<file path="config.mk">
export PLATFORM = sky130hd
export DESIGN_NAME = write_back
export DESIGN_NICKNAME = d
export VERILOG_FILES = /design/src/rtl/mips_pkg.sv /design/src/rtl/register_file.sv /design/src/rtl/write_back.sv
export SDC_FILE = /design/constraint.sdc
export NUM_CORES = 2
export LEC_CHECK = 0
export CORE_AREA = 3 3 329 331
export DETAILED_ROUTE_END_ITERATION = 10
export DIE_AREA = 0 0 332 334
export GPL_ROUTABILITY_DRIVEN = 0
export PLACE_DENSITY = 0.81
export SLEW_MARGIN = 20
export SYNTH_ARGS = -nofsm -noshare
export SYNTH_HDL_FRONTEND = slang
export SYNTH_SLANG_ARGS = --single-unit
export TNS_END_PERCENT = 10
</file>
<file path="constraint.sdc">
create_clock -name clk -period 4.3 [get_ports clk]
set_input_delay 0.86 -clock clk [delete_from_list [all_inputs] [get_ports clk]]
set_output_delay 0.86 -clock clk [all_outputs]
set_load 0.02 [all_outputs]
</file>
<file path="src/rtl/mips_pkg.sv">
// Shared types and constants for the MIPS write-back stage and its register file.
package mips_pkg;

    localparam int NUM_REGS  = 32;
    localparam int REG_IDX_W = 5;
    localparam int DATA_W    = 32;

    typedef enum logic [1:0] {
        LS_BYTE = 2'b00,
        LS_HALF = 2'b01,
        LS_WORD = 2'b10,
        LS_RSVD = 2'b11
    } load_size_t;

    typedef struct packed {
        logic                 valid;
        logic                 reg_write;
        logic                 mem_to_reg;
        load_size_t           load_size;
        logic                 load_unsigned;
        logic [REG_IDX_W-1:0] write_reg;
        logic [DATA_W-1:0]    read_data;
        logic [DATA_W-1:0]    alu_result;
    } mem_wb_t;

    // Little-endian lane pick plus sign/zero extension; the reserved size acts as a word.
    function automatic logic [DATA_W-1:0] extend_load(
        input load_size_t        size,
        input logic              is_unsigned,
        input logic [DATA_W-1:0] word,
        input logic [1:0]        offset
    );
        logic [7:0]        lane_b;
        logic [15:0]       lane_h;
        logic [DATA_W-1:0] result;
        case (offset)
            2'd0:    lane_b = word[7:0];
            2'd1:    lane_b = word[15:8];
            2'd2:    lane_b = word[23:16];
            default: lane_b = word[31:24];
        endcase
        lane_h = offset[1] ? word[31:16] : word[15:0];
        case (size)
            LS_BYTE: result = {{24{~is_unsigned & lane_b[7]}}, lane_b};
            LS_HALF: result = {{16{~is_unsigned & lane_h[15]}}, lane_h};
            default: result = word;
        endcase
        return result;
    endfunction

endpackage

</file>
<file path="src/rtl/register_file.sv">
// 32x32 GPR storage with one write port, two read ports and same-cycle write bypass.
module register_file
    import mips_pkg::*;
#(
    parameter int NUM_REGS = mips_pkg::NUM_REGS,
    parameter int DATA_W   = mips_pkg::DATA_W
) (
    input  logic                 clk,
    input  logic                 reset,
    input  logic                 we,
    input  logic [REG_IDX_W-1:0] waddr,
    input  logic [DATA_W-1:0]    wdata,
    input  logic [REG_IDX_W-1:0] raddr1,
    input  logic [REG_IDX_W-1:0] raddr2,
    output logic [DATA_W-1:0]    rdata1,
    output logic [DATA_W-1:0]    rdata2
);

    logic [DATA_W-1:0] regs_q [NUM_REGS];
    logic [DATA_W-1:0] regs_d [NUM_REGS];
    logic              write_en;

    // Register 0 is never stored into, so it stays at its reset value of zero.
    assign write_en = we && (waddr != '0);

    always_comb begin
        regs_d = regs_q;
        if (reset) begin
            for (int i = 0; i < NUM_REGS; i++) regs_d[i] = '0;
        end else if (write_en) begin
            regs_d[waddr] = wdata;
        end
    end

    always_ff @(posedge clk) begin
        regs_q <= regs_d;
    end

    always_comb begin
        rdata1 = '0;
        if (raddr1 == '0)                     rdata1 = '0;
        else if (write_en && raddr1 == waddr) rdata1 = wdata;
        else                                  rdata1 = regs_q[raddr1];
    end

    always_comb begin
        rdata2 = '0;
        if (raddr2 == '0)                     rdata2 = '0;
        else if (write_en && raddr2 == waddr) rdata2 = wdata;
        else                                  rdata2 = regs_q[raddr2];
    end

endmodule

</file>
<file path="src/rtl/write_back.sv">
// MEM/WB stage: stage register, load lane select/extension, commit into the GPRs, retire count.
module write_back
    import mips_pkg::*;
#(
    parameter int NUM_REGS = mips_pkg::NUM_REGS,
    parameter int DATA_W   = mips_pkg::DATA_W
) (
    input  logic                 clk,
    input  logic                 reset,
    input  logic                 stall,
    input  logic                 flush,
    input  logic                 valid_in,
    input  logic                 RegWrite,
    input  logic                 MemtoReg,
    input  logic [1:0]           load_size,
    input  logic                 load_unsigned,
    input  logic [REG_IDX_W-1:0] write_reg,
    input  logic [DATA_W-1:0]    read_data,
    input  logic [DATA_W-1:0]    alu_result,
    input  logic [REG_IDX_W-1:0] read_reg1,
    input  logic [REG_IDX_W-1:0] read_reg2,
    output logic [DATA_W-1:0]    read_data1,
    output logic [DATA_W-1:0]    read_data2,
    output logic                 wb_we,
    output logic [REG_IDX_W-1:0] wb_reg,
    output logic [DATA_W-1:0]    wb_data,
    output logic [31:0]          retired_count
);

    mem_wb_t     stage_q, stage_d;
    logic [31:0] retired_q, retired_d;

    // Any bubble source clears the whole stage so wb_reg/wb_data read as zero afterwards.
    always_comb begin
        stage_d = '0;
        if (!(reset || flush || stall)) begin
            stage_d.valid         = valid_in;
            stage_d.reg_write     = RegWrite;
            stage_d.mem_to_reg    = MemtoReg;
            stage_d.load_size     = load_size_t'(load_size);
            stage_d.load_unsigned = load_unsigned;
            stage_d.write_reg     = write_reg;
            stage_d.read_data     = read_data;
            stage_d.alu_result    = alu_result;
        end
    end

    always_comb begin
        retired_d = retired_q;
        if (reset)              retired_d = '0;
        else if (stage_q.valid) retired_d = retired_q + 32'd1;
    end

    always_ff @(posedge clk) begin
        stage_q   <= stage_d;
        retired_q <= retired_d;
    end

    always_comb begin
        wb_data = stage_q.alu_result;
        if (stage_q.mem_to_reg) begin
            wb_data = extend_load(stage_q.load_size, stage_q.load_unsigned,
                                  stage_q.read_data, stage_q.alu_result[1:0]);
        end
    end

    assign wb_we         = stage_q.valid && stage_q.reg_write && (stage_q.write_reg != '0);
    assign wb_reg        = stage_q.write_reg;
    assign retired_count = retired_q;

    // Reset also clears storage, so a commit pending on a reset edge is lost.
    register_file #(
        .NUM_REGS (NUM_REGS),
        .DATA_W   (DATA_W)
    ) u_register_file (
        .clk    (clk),
        .reset  (reset),
        .we     (wb_we),
        .waddr  (wb_reg),
        .wdata  (wb_data),
        .raddr1 (read_reg1),
        .raddr2 (read_reg2),
        .rdata1 (read_data1),
        .rdata2 (read_data2)
    );

endmodule
</file>
==> results by group <==
Floorplanning
  • Die W: 332 µm
  • I/O pin count: 223
  • Initial Util: 54.1%
  • Die height: 334 µm
  • Core area: 105000 µm²
  • Die area: 111000 µm²
  • FP Rows: 119

Min path
  • Hold path depth: 2
  • Hold crit path type: register to register

Detailed routing
  • Vias per cell: 6.94
  • WL per Instance: 27.1 µm
  • Drt pass-1 iters: 7
  • Drt drc: 0
  • Iteration-0 DRC Markers: 9193
  • Antenna Nets Post-Route: 0
  • Via Count: 51700
  • Routed WL: 201000 µm

Cells and area
  • Largest reg by FF count: u_register_file.regs_q
  • Fill cells: 7674
  • Max reg flops: 1024
  • Layout cell share with drive strength beyond 1: 23.8%
  • Nets: 6040
  • Syn-to-layout area delta: 17.4%

Setup path
  • Slowest CP cell: clkdlybuf4s50_1
  • WP data required: 3.44 ns
  • Crit. End Element: primary output
  • Most used cell, CP: buf_4
  • Crit path largest cell delay: 0.59 ns
  • Crit-path max FO: 21
  • Cells on worst reg2reg path: 9
  • Worst EP arrival: 3.66 ns
  • Startpoint types: register
  • Cells along the critical path: buf_4 -> xor2_1 -> nor2_2 -> and4_4 -> buf_12 -> buf_4 -> nor3_1 -> a211oi_1 -> buf_4 -> clkdlybuf4s50_1
  • R2r setup slk: 1.12 ns
  • Crit path kind: register to primary output

Clock tree
  • Sink Count: 1131
  • CTS tree: yes
  • Root buf cell: clkbuf_16
  • Htree depth: 3
  • Skew-Pair Late Insertion Delay: 0.73 ns
  • Num CTS Buffers: 113
  • Deepest clock path buffer count: 3
  • Clock-pin slew of the registers on the worst-case setup and hold paths: 0.06 ns

Global route
  • Vias in the first global route: 50000
  • Global Route Usage Sum: 34.8%
  • First-pass GRT wire length: 300000 µm
  • Antenna violations before repair: 11
  • Largest net degree at the start of global routing: 123
  • Global route total overflow: 0

Logic synthesis
  • EDFF count, synth: 0
  • Synth Area in Compound Gates: 17.0%
  • Post-synth ARST share: 0%
  • XOR/XNOR Fraction of Synth Area: 0.538%
  • Simple-Gate Fraction of Synth Area: 14.6%
  • Synth unique cells: 62
  • Yosys reg bits: 1131
  • Ys flop type: dfxtp_1
  • Post-synthesis mux area share: 22.8%
  • Largest family of logic cells by synthesized area: multiplexers
  • Mean Syn Cell Area: 9.76 µm²
  • YS warnings: 0
  • Adder-cell share of the synthesized area: 0.0219%
  • Seq/Total Area, Yosys: 39.7%
  • Post-Syn Instances: 5841
  • Syn Nets: 5931
  • Mapped Area: 57000 µm²

Pwr
  • Clock share of power: 46.1%
  • NetSw: 0.00570 W
  • Maximum VDD drop: 0.312 mV
  • Net Sw Frac: 24.9%
  • Pwr Density: 342 nW/µm²
  • Total power draw: 0.0229 W
  • Flop pwr share: 45.9%
  • Combinational Power Share: 8.0%
  • Pint: 0.0172 W
  • LEAKAGE: 22.2 nW

Placed design
  • Pre-CTS setup slack: -0.192 ns
  • DPL Wire Length: 129000 µm
  • Input/output buffers: 222

Timing
  • Final Hold Vio Count: 0
  • Finish-stage setup viols: 18
  • Final Skew: 0.0324 ns
  • Slew Limit Fails: 0
  • Fin crit period: 4.52 ns
  • Achievable frequency: 0.221 GHz
  • RSZ-0062 raised after global routing: yes
  • Period utilization: 105%
  • Slew headroom: 22.4%
  • Slew @ Worst Pin: 1.16 ns
  • Final Worst Setup Slack: -0.216 ns
  • Min Hold Slack: 0.465 ns

Outcome
  • Status: finished, violations left
  • Failing checks: setup timing

Job
  • Number of max-cap violations: 0
## cell families (layout without fill, tap and decap cells)
kind of cell | after synthesis | in the layout
DFF | 1131 | 1131
other | 0 | 7
muxes | 666 | 666
xor gates and xnor gates | 35 | 35
and+or+nand+nor | 2009 | 2009
buffers and inverters | 666 | 870
AOI/OAI and AO/OA | 1333 | 1333
adders and majority gates | 1 | 1
## cells in the mapped netlist, types with 5 or more instances
master	n	area, µm²
buf_4	18	135
dfxtp_1	1131	22600
mux4_2	504	11400
nand3_1	19	95.1
nand2b_1	17	106
xnor2_1	12	105
and2_1	78	488
a211oi_1	467	3510
and3_1	10	62.6
mux2i_1	143	1430
nor3_1	83	415
o221ai_1	9	78.8
buf_6	30	338
nand4_1	13	81.3
xor2_1	23	201
a2111oi_0	6	52.6
o21ai_0	27	135
o22ai_1	90	563
nand2_1	946	3550
a22oi_1	7	52.6
mux2_2	19	214
nor2_1	718	2700
buf_1	54	203
buf_2	192	961
o221a_2	15	169
a21oi_1	504	2520
nand3b_1	5	37.5
inv_1	27	101
a211oi_2	153	1910
a221oi_4	10	263
nor4_1	7	43.8
nor2b_1	80	500
a221oi_1	15	131
or3_1	9	56.3
clkbuf_1	342	1280
and4_1	7	61.3
a222oi_1	6	60.1
## final cells by class
| type | count | area (µm²) | share of cell area [%] |
|---|---|---|---|
| Multi-Input combinational cell | 4044 | 32100 | 47.9 |
| Sequential cell | 1131 | 22600 | 33.8 |
| Timing Repair Buffer | 631 | 6390 | 9.56 |
| Clock buffer | 150 | 3220 | 4.81 |
| Tap cell | 1391 | 1740 | 2.60 |
| Clock inverter | 60 | 739 | 1.11 |
| Inverter | 29 | 109 | 0.163 |
| Antenna cell | 7 | 17.5 | 0.0262 |
## stage by stage
stage | instances | utilization, % | setup TNS (ns) | cell area, µm²
after CTS | 7433 | 63.2 | -0.711 | 66700
after global placement | 7199 | 59.0 | -1.15 | 62200
final | 7443 | 63.5 | -1.24 | 66900
after detailed placement | 7199 | 59.0 | -1.14 | 62200
after floorplan | 5841 | - | 0 | 57000
after global routing | 7436 | 63.5 | -1.96 | 66900
## worst max-delay path, delay by kind of cell (launching register included)
family          cells  cell delay, ns
xor+xnor            1            0.18
buf+inv             5            1.35
simple gates        3            0.74
compound gates      1            0.33
flops               1            0.32
## placed cells by master (no fill, tap or decap), types with 23 or more instances in the layout
cell / count
a21oi_1: 488
nor2b_1: 78
a211oi_2: 160
buf_4: 330
clkdlybuf4s50_1: 166
inv_1: 27
a211oi_1: 457
buf_12: 76
and2_1: 78
nor2_1: 679
o22ai_1: 86
nor3_1: 74
clkbuf_8: 23
mux4_2: 504
clkbuf_16: 115
nand2_1: 945
dfxtp_1: 1129
clkinv_2: 30
nor2_4: 32
mux2i_1: 141
## power groups by stage
stage	Clock [W]	Combinational, W	Sequential (W)
2_1_floorplan	0	0.00100	0.0107
3_3_place_gp	0	0.00171	0.0107
3_5_place_dp	0	0.00173	0.0107
4_1_cts	0.0105	0.00176	0.0105
5_1_grt	0.0109	0.00189	0.0105
6_report	0.0106	0.00184	0.0105
## layer usage
layer	track usage, %	part of all wire (%)	vias up	wire length (µm)
li1	-	-	21500	-
met1	43.3	35	24700	70200
met2	51.7	43	4402	86300
met3	13.4	16	1078	31800
met4	20.4	6.5	12	13000
met5	0	0.049	-	98
## what timing repair did
action	4_1_cts	5_1_grt
buffers inserted	24	2
pin swaps	12	8
hold buffers	0	0
gates cloned	0	1
resized for setup	58	59
endpoints found under the setup margin	84	50
## path summary, 6_finish.rpt
kind,end,start
worst max-delay path,read_data1[31],wb_reg[1]$_SDFF_PP0_
worst min-delay path,u_register_file.regs_q[808]$_SDFFE_PP0P_,u_register_file.regs_q[808]$_SDFFE_PP0P_
worst min register to register,u_register_file.regs_q[808]$_SDFFE_PP0P_,u_register_file.regs_q[808]$_SDFFE_PP0P_
worst max register to register,u_register_file.regs_q[885]$_SDFFE_PP0P_,wb_reg[4]$_SDFF_PP0_
No activity file was read; power rests on OpenSTA's default activity.
